**config.mk**
```make
export PLATFORM = sky130hd
export DESIGN_NAME = neck_cut_sequencer
export DESIGN_NICKNAME = d
export VERILOG_FILES = /design/src/rtl/neck_pkg.sv /design/src/rtl/neck_timer.sv /design/src/rtl/neck_cut_sequencer.sv
export SDC_FILE = /design/constraint.sdc
export NUM_CORES = 1
export LEC_CHECK = 0
export BUFFER_PORTS_ARGS = -buffer_cell sky130_fd_sc_hd__buf_2
export CORE_MARGIN = 2
export CORE_UTILIZATION = 45
export CTS_BUF_LIST = sky130_fd_sc_hd__clkbuf_4 sky130_fd_sc_hd__clkbuf_8
export DETAILED_ROUTE_END_ITERATION = 10
export PLACE_DENSITY_LB_ADDON = 0.12
export SETUP_SLACK_MARGIN = 0.3
export SYNTH_ARGS = -nofsm -noshare
export SYNTH_HDL_FRONTEND = slang
export SYNTH_HIERARCHICAL = 1
export SYNTH_SLANG_ARGS = --single-unit
```
**constraint.sdc**
```tcl
create_clock -name clk -period 4.4 [get_ports clk]
set_clock_uncertainty 0.2 [all_clocks]
set_input_delay 0.44 -clock clk [delete_from_list [all_inputs] [get_ports clk]]
set_output_delay 0.44 -clock clk [all_outputs]
set_load 0.01 [all_outputs]
```
**src/rtl/neck_pkg.sv**
```systemverilog
// neck_pkg -- shared types and constants for the neck cut sequencer.
//   state_t      : FSM state encoding, also driven out on state_o
//   STATE_W      : width of state_o
//   STAT_W       : width of the cut/timeout statistics counters
//   timer_width(): bits needed by the shared cycle timer
package neck_pkg;

   localparam int STATE_W = 3;
   localparam int STAT_W  = 16;

   typedef enum logic [STATE_W-1:0] {
      ST_IDLE    = 3'd0,
      ST_ARMED   = 3'd1,
      ST_CUT     = 3'd2,
      ST_HOLDOFF = 3'd3,
      ST_FAULT   = 3'd4
   } state_t;

   // The timer only ever has to hold values up to (largest interval - 1),
   // so clog2 of the largest interval is enough; never less than one bit.
   function automatic int timer_width(input int a, input int b, input int c);
      int m;
      m = a;
      if (b > m) m = b;
      if (c > m) m = c;
      return (m < 2) ? 1 : $clog2(m);
   endfunction

endpackage

```
**src/rtl/neck_timer.sv**
```systemverilog
// neck_timer -- loadable up-counter with terminal-count compare.
//   clk   : system clock, rising edge
//   rst   : asynchronous active-high reset, clears count
//   load  : synchronous reload of count to zero (wins over en)
//   en    : count up by one
//   term  : terminal value to compare against
//   count : current count
//   tc    : high while count equals term
module neck_timer #(
   parameter int W = 8
) (
   input  logic         clk,
   input  logic         rst,
   input  logic         load,
   input  logic         en,
   input  logic [W-1:0] term,
   output logic [W-1:0] count,
   output logic         tc
);

   always_ff @(posedge clk or posedge rst) begin
      if (rst) begin
         count <= '0;
      end else if (load) begin
         count <= '0;
      end else if (en) begin
         count <= count + W'(1);
      end
   end

   assign tc = (count == term);

endmodule

```
**src/rtl/neck_cut_sequencer.sv**
```systemverilog
// neck_cut_sequencer -- arms on a stable arc, cuts welding current on a
// neck-onset pulse, ends the cut on short detection or a cut-length limit,
// blanks detection afterwards and latches a fault after repeated timeouts.
//   clk, rst      : clock (rising edge) and asynchronous active-high reset
//   ctl_switch    : operator enable; 0 forces IDLE from any state
//   arc_on        : arc present
//   neck_det      : single-cycle neck-onset pulse
//   short_det     : short-circuit / droplet-transfer level
//   judge_en      : enables the neck judge datapath (ARMED only)
//   power_switch  : 1 = IGBT off (current cut), high only in CUT
//   state_o       : current state encoding (neck_pkg::state_t)
//   cut_timeout   : one-cycle pulse when a cut ends on the CUT_MAX limit
//   fault         : high while in FAULT
//   cut_cnt, timeout_cnt : saturating event statistics
// Optional feature macro: NECK_STATS_EN builds the statistics counters;
// without it both statistics outputs are tied to zero.
// All outputs are registered.
module neck_cut_sequencer
   import neck_pkg::*;
#(
   parameter int ARM_DLY = 1000,
   parameter int CUT_MAX = 100000,
   parameter int HOLDOFF = 5000000,
   parameter int FAULT_N = 4
) (
   input  logic               clk,
   input  logic               rst,
   input  logic               ctl_switch,
   input  logic               arc_on,
   input  logic               neck_det,
   input  logic               short_det,
   output logic               judge_en,
   output logic               power_switch,
   output logic [STATE_W-1:0] state_o,
   output logic               cut_timeout,
   output logic               fault,
   output logic [STAT_W-1:0]  cut_cnt,
   output logic [STAT_W-1:0]  timeout_cnt
);

   localparam int TW = timer_width(ARM_DLY, CUT_MAX, HOLDOFF);
   localparam int FW = $clog2(FAULT_N + 1);

   state_t          state;
   state_t          next_state;
   logic [TW-1:0]   timer_term;
   logic [TW-1:0]   timer_count;
   logic            timer_tc;
   logic            timer_load;
   logic            timer_en;
   logic            timeout_evt;
   logic [FW-1:0]   to_run;
   logic [FW-1:0]   to_run_next;
   logic [FW-1:0]   to_run_inc;

   neck_timer #(.W(TW)) u_timer (
      .clk   (clk),
      .rst   (rst),
      .load  (timer_load),
      .en    (timer_en),
      .term  (timer_term),
      .count (timer_count),
      .tc    (timer_tc)
   );

   assign to_run_inc = to_run + FW'(1);

   always_comb begin
      next_state  = state;
      timer_term  = '0;
      timer_en    = 1'b0;
      timeout_evt = 1'b0;
      to_run_next = to_run;

      case (state)
         ST_IDLE: begin
            // Timer counts consecutive arc_on cycles; a dropout reloads it.
            timer_term = TW'(ARM_DLY - 1);
            timer_en   = arc_on;
            if (arc_on && timer_tc) next_state = ST_ARMED;
         end
         ST_ARMED: begin
            // Losing the arc outranks a neck pulse in the same cycle.
            if (!arc_on)       next_state = ST_IDLE;
            else if (neck_det) next_state = ST_CUT;
         end
         ST_CUT: begin
            timer_term = TW'(CUT_MAX - 1);
            timer_en   = 1'b1;
            if (short_det) begin
               // Normal end wins over a coincident timeout.
               next_state  = ST_HOLDOFF;
               to_run_next = '0;
            end else if (timer_tc) begin
               timeout_evt = 1'b1;
               to_run_next = to_run_inc;
               next_state  = (to_run_inc == FW'(FAULT_N)) ? ST_FAULT : ST_HOLDOFF;
            end
         end
         ST_HOLDOFF: begin
            timer_term = TW'(HOLDOFF - 1);
            timer_en   = 1'b1;
            if (timer_tc) next_state = arc_on ? ST_ARMED : ST_IDLE;
         end
         ST_FAULT: begin
            next_state = ST_FAULT;
         end
         default: begin
            next_state = ST_IDLE;
         end
      endcase

      // Operator disable overrides everything and also forgets the
      // timeout history, so re-enabling starts from a clean slate.
      if (!ctl_switch) begin
         next_state  = ST_IDLE;
         timer_en    = 1'b0;
         timeout_evt = 1'b0;
         to_run_next = '0;
      end

      timer_load = (next_state != state) || !ctl_switch ||
                   ((state == ST_IDLE) && !arc_on);
   end

   always_ff @(posedge clk or posedge rst) begin
      if (rst) begin
         state        <= ST_IDLE;
         power_switch <= 1'b0;
         judge_en     <= 1'b0;
         fault        <= 1'b0;
         cut_timeout  <= 1'b0;
         to_run       <= '0;
      end else begin
         state        <= next_state;
         power_switch <= (next_state == ST_CUT);
         judge_en     <= (next_state == ST_ARMED);
         fault        <= (next_state == ST_FAULT);
         cut_timeout  <= timeout_evt;
         to_run       <= to_run_next;
      end
   end

   assign state_o = state;

`ifdef NECK_STATS_EN
   logic cut_entry;
   assign cut_entry = (next_state == ST_CUT) && (state != ST_CUT);

   always_ff @(posedge clk or posedge rst) begin
      if (rst) begin
         cut_cnt     <= '0;
         timeout_cnt <= '0;
      end else begin
         if (cut_entry && (cut_cnt != '1))
            cut_cnt <= cut_cnt + STAT_W'(1);
         if (timeout_evt && (timeout_cnt != '1))
            timeout_cnt <= timeout_cnt + STAT_W'(1);
      end
   end
`else
   assign cut_cnt     = '0;
   assign timeout_cnt = '0;
`endif

endmodule
```
Word level (Yosys, flattened, before mapping). Index checks and enable logic that the tools add are counted.

Equality and inequality tests: 12. Muxes and demuxes: 23. Reduce and logical (&&, ||, !) cells: 10. Add/sub/neg operators: 2.

Operators by type and width (count): 23-bit one-hot mux with 3 select lines (1); 23-bit two-way mux (2); 3-bit two-way mux (12); 23-bit by 1-bit adder with 23-bit output, second input constant (1); 23-bit == test (1); 3-bit one-hot mux with 5 select lines (1); 3-bit by 2-bit == test with 1-bit output, second input constant (3); 3-bit == test, second input constant (3); 3-bit by 1-bit == test with 1-bit output, second input constant (2); 1-bit two-way mux (6); 3-bit by 1-bit adder with 3-bit output, second input constant (1); 3-bit zero test (1); 3-bit by 1-bit != test with 1-bit output, second input constant (1); 3-bit != test (1); 1-bit logical AND (2); 1-bit zero test (2); 1-bit logical OR (2); 2-bit by 1-bit != test with 1-bit output, second input constant (1); 1-bit one-hot mux with 2 select lines (1); 2-bit AND reduction (1); 2-bit nonzero test (1); 2-bit OR reduction (1).

Bits in registers: 33. Output and inout bits: 39. Logic and storage cells: 54. Bits of input ports: 6.

Depth between registers and ports, before layout.
Depth after elaboration: 11. Gate-level depth with buffers: 18. Gate-level depth less buffers: 15.

By module. The synthesis kept the hierarchy.

By module, submodules not included: neck_timer (seq. area each 575.6 µm², instances 1, cells each 156, area each 1440.1 µm²); neck_cut_sequencer (seq. area each 250.2 µm², instances 1, cells each 111, area each 920.9 µm²).

Least setup slack after synthesis. OpenSTA, ideal clock, no wires.

Path type: register to register. Start point: register state[0] (netlist: state_o[0]). End point: register u_timer.count[21]. Required time: 4075 ps. Library setup time: 125 ps. Clock period less this slack: 4593 ps. Slack: -193 ps. Stages on the path, launching flop included: 19. Arrival: 4268 ps. Path buffers: 4. Cells stage by stage: dfrtp_1 buf_4 inv_1 nor3_1 or2_2 xor2_1 nor4_1 nand4_1 nor3_1 buf_2 nand2_1 o21ai_0 or4_1 buf_2 o211ai_1 or4_1 clkbuf_1 nor4_1 mux2_2.

Cells in the longest elaborated chain, start to end: 11. Elaborated cells on any way between the ends: 25. Classes of those cells: eq/ne (6); mux (12); reduce/logical (7).

RTL lines: start, declared (line neck_cut_sequencer.sv:44) `state_t state;`; start signal, assigned (line neck_cut_sequencer.sv:135) `state <= next_state;`; 3-bit by 2-bit == test with 1-bit output / 3-bit zero test (equally long branches) (line neck_cut_sequencer.sv:75) `case (state)`; 23-bit one-hot mux with 3 select lines * (line neck_cut_sequencer.sv:75); net timer_term[11] (line neck_cut_sequencer.sv:46) `logic [TW-1:0] timer_term;`; 23-bit == test * (line neck_timer.sv:31) `assign tc = (count == term);`; net timer_tc (line neck_cut_sequencer.sv:48) `logic timer_tc;`; 3-bit two-way mux / 1-bit logical AND (equally long branches) (line neck_cut_sequencer.sv:94, neck_cut_sequencer.sv:80); 3-bit two-way mux (on tied branches) (line neck_cut_sequencer.sv:90, neck_cut_sequencer.sv:80); 3-bit one-hot mux with 5 select lines * (line neck_cut_sequencer.sv:75); 3-bit two-way mux * (line neck_cut_sequencer.sv:115) `if (!ctl_switch) begin`; 3-bit != test * (line neck_cut_sequencer.sv:122) `timer_load = (next_state != state) || !ctl_switch ||`; 1-bit logical OR * (2 in series) (line neck_cut_sequencer.sv:122); net timer_load (line neck_cut_sequencer.sv:49) `logic timer_load;`; 23-bit two-way mux / 2-bit nonzero test (equally long branches); end signal, assigned (line neck_timer.sv:27) `count <= count + W'(1);`; end, declared (line neck_timer.sv:17) `output logic [W-1:0] count,`.

The timed path passes the listed nets; every way through them passes the cells marked *. A chain may end at the register's enable or synchronous reset.

Worst setup path in the final report.
Start point: register state[0] (netlist: state_o[0]). End point: register u_timer.count[22].

The elaborated chain is that of the path after synthesis.

==> results by stage <==
Run status:
- The flow ran to the end, and the final reports show no timing, DRC or antenna violations.

Synth:
- The number of warnings printed during yosys synthesis is 6.
- The library cell with the highest instance count after synthesis is sky130_fd_sc_hd__buf_4.
- The library cell with the largest summed area after synthesis is sky130_fd_sc_hd__dfrtp_1.
- The count of distinct cell types in the synthesized netlist is 47.
- Synthesis handed over a netlist of 267 instances.
- Sorting the synthesized cells by how often they occur yields sky130_fd_sc_hd__buf_4, sky130_fd_sc_hd__dfrtp_1, sky130_fd_sc_hd__xor2_1.
- Counting flops with an async set or reset pin after synthesis yields a share of 1.00.
- The average instance in the mapped netlist occupies 8.84 sq um.
- The fraction of the yosys area taken by sequential cells is 0.350.
- The most used flip-flop cell after synthesis is sky130_fd_sc_hd__dfrtp_1.
- In the post-synthesis netlist, the biggest area contributors are sky130_fd_sc_hd__dfrtp_1, sky130_fd_sc_hd__buf_4, sky130_fd_sc_hd__xor2_1, sky130_fd_sc_hd__xnor2_1, sky130_fd_sc_hd__a21oi_1.
- The synthesized design contains 0 enable-type register cells.
- The count of state elements after synthesis is 33.
- The post-synthesis instance area is 0.00236 sq mm.
- The share of Yosys cell area claimed by the top area cell type is 0.350.

Setup path:
- The highest net fanout along the worst path is 6.
- STA puts the critical path data required time at 4.42 ns.
- The dominant delay contributor by cell family on the critical path is simple AND/OR/NAND/NOR gates.
- Counting cells, the worst reg-to-reg path comes to 15.
- STA classifies the critical path startpoint as a flop.
- The worst path buffer plus inverter count is 1.
- The cell with the largest stage delay on the worst path is sky130_fd_sc_hd__or4_4.
- For this run, the slowest stage of the critical path takes 0.49 ns.
- The startpoint of the most critical register-to-register path is state_o[0].
- STA puts the critical path data arrival time at 3.93 ns.
- The worst setup slack for register-to-register paths is 0.49 ns.
- Traced cell by cell, the critical path runs through inv_4 -> nor3_4 -> or2_2 -> xor2_1 -> nor4_1 -> nand4_1 -> nor3_4 -> or2b_1 -> o31a_1 -> a2bb2oi_2 -> or4_4 -> o2111ai_4 -> or4_4 -> or4_1 -> a21oi_1.
- The critical path class is flop to flop.
- The endpoint identified for the worst register-to-register timing path is u_timer/count[22].
- STA classifies the critical path endpoint as a flop.

Pwr:
- The static power due to leakage is 1.17 nW.
- The peak supply drop is 0.105 mV.
- The power density of the placed cells is 230 mW/mm^2.
- The design draws 0.000610 W.

Die:
- For this configuration, the core starts out at a cell density of 0.465.
- The floorplan has 26 rows.
- The placeable core area is 0.00507 sq mm.
- The number of placed I/O pins is 45.
- The die covers 0.00584 sq mm.
- In this run the horizontal extent of the chip is 76.4 microns.
- The overall die height is 76.4 microns.

Routing:
- The routed layout has 1,863 vias.
- For this run, design rule violations remaining after detail routing come to 0.
- In the routed layout, each cell is associated on average with a via count of 5.04.
- The count of nets left with antenna violations after detail routing is 0.
- The first detailed-routing pass took 4 iterations.
- The detail-routed net length per standard cell is 13.7 microns.
- After detailed routing, the total wire length is 5070 microns.
- The first routing iteration left 57 violations.

Placement:
- The routability-driven placement congestion ratio is 0.924.
- The HPWL after detailed placement is 3590 microns.
- The cell area reported after detailed placement is 0.00246 sq mm.
- In this run the tool buffered the top-level ports with 12 buffer cells.

GRT:
- The number of global-route vias before repair is 1,630.
- The global routing met3 resource utilization is 0.0391.
- The number of antenna violations at the first check in global routing is 0.
- The total congestion overflow after global routing is 0.
- The global-route wire length before repair is 7960 microns.
- The largest net degree at the start of global routing is 24.
- In the global route stage, met1 resource usage came out at 0.226.
- In the global route stage, met2 resource usage came out at 0.276.
- The most utilized layer in the global route result is met2.
- The total routing usage reported by global routing is 0.169.

Clock network:
- After clock tree synthesis, the clock-pin slew on the worst setup and hold paths is 0.07 ns.
- The later pin in the worst-skew pair is clocked with a latency of 0.29 ns.
- The deepest clock path buffer count is 2.
- TritonCTS built the clock tree.
- The clock sink count is 33.
- The clock tree root buffer cell is sky130_fd_sc_hd__clkbuf_8.
- The CTS buffer count is 5.
- CTS built an H-tree with a depth of 2.

STA:
- The hold slack is 0.291 ns.
- The sum of negative setup slack is 0 ns.
- The clock period could shrink to 3.91 ns.
- The number of failing hold endpoints at the final stage was 0.
- Setup repair after global routing left no endpoint under its margin.
- At the pin with the least slew margin, the transition time is 0.952 ns.
- The maximum clock frequency is 256 MHz.
- The number of endpoints failing setup at the final stage is 0.
- The number of max-slew violations in the final report is 0.
- The worst pin sits at a relative slew slack of 0.365.
- The part of the cycle the worst path needs is 0.889.

Final layout:
- The number of antenna diodes in the final layout is 0.
- The finished cells cover 0.00266 sq mm.
- For this run, the post-layout net count is 308.
- From synthesis to final layout, the design area changed by 12.5%.
- The share of cells above drive strength 1 is 0.207.

Worst hold path:
- The hold-critical path depth is 2.
- The hold-critical path endpoint is cut_timeout.
- The startpoint of the worst hold path is short_det.
- The worst min-delay path class is input pin to flop.

Flow run:
- The max capacitance violation total is 0.
[cell type report]
type	instances	area (sq um)
fill	504	2420
timing repair buffer	32	216
multi-input combinational	218	1380
clock buffer	7	96.3
sequential	33	830
tap	70	87.6
inverter	9	38.8
clock inverter	1	5.00
[stage by stage]
step | util | worst slack [ns] | std cells
6_report | 0.523 | 0.487 | 370
2_1_floorplan | - | 0.335 | 303
3_3_place_gp | 0.485 | 0.164 | 355
5_1_grt | 0.523 | 0.265 | 370
4_1_cts | 0.508 | 0.315 | 364
3_5_place_dp | 0.485 | 0.123 | 355
[timing repair]
action	CTS	global route
cloned	0	1
buffers inserted	0	5
hold buffers	1	0
gates resized for setup	2	9
endpoints found under the setup margin	8	9
endpoints found under the hold margin	10	0
pin swaps	0	8
[routing by layer]
metal	wire (microns)	vias up
met5	0	-
met4	46	0
met3	155	5
met2	2480	31
met1	2380	906
li1	-	921
[cells by family after synthesis]
| group | count (synthesis) | share of synthesized area |
|---|---|---|
| adders and majority gates | 3 | 0.0159 |
| AOI/OAI and AO/OA | 40 | 0.107 |
| and+or+nand+nor | 99 | 0.236 |
| other | 1 | 0.00159 |
| xor gates and xnor gates | 34 | 0.126 |
| buffers and inverters | 53 | 0.146 |
| muxes | 4 | 0.0180 |
| DFF | 33 | 0.350 |
[how the worst max path moves through the flow]
stage                           from                end  slack [ns]  depth (start not counted)
after floorplan           state_o[0]  u_timer/count[22]        0.33                         18
after global placement    state_o[0]  u_timer/count[22]        0.16                         15
after detailed placement  state_o[1]  u_timer/count[22]        0.12                         15
after CTS                 state_o[1]  u_timer/count[22]        0.31                         15
after global routing      state_o[0]  u_timer/count[21]        0.26                         15
final                     state_o[0]  u_timer/count[22]        0.49                         15
[power breakdown]
group	total [W]	switching (W)	internal, W
sequential	0.000305	0.00000112	0.000304
clock	0.000259	0.000117	0.000142
combinational	0.0000463	0.0000349	0.0000115
[flip-flops by register name, summed over array words and instances, names as in the netlist]
signal,cells
cut_timeout,1
fault,1
judge_en,1
power_switch,1
state_o,3
to_run,3
u_timer/count,23
[cells in the final DEF, fill, tap and decap left out, types with 12 or more instances in the layout]
cell / instances
sky130_fd_sc_hd__conb_1: 37
sky130_fd_sc_hd__dfrtp_1: 30
sky130_fd_sc_hd__xor2_1: 19
sky130_fd_sc_hd__buf_4: 18
sky130_fd_sc_hd__nor2_1: 17
sky130_fd_sc_hd__nand2_1: 16
sky130_fd_sc_hd__xnor2_1: 15
sky130_fd_sc_hd__a21oi_1: 14
sky130_fd_sc_hd__o21ai_0: 12
sky130_fd_sc_hd__buf_2: 12
No activity file was read; power rests on OpenSTA's default activity.
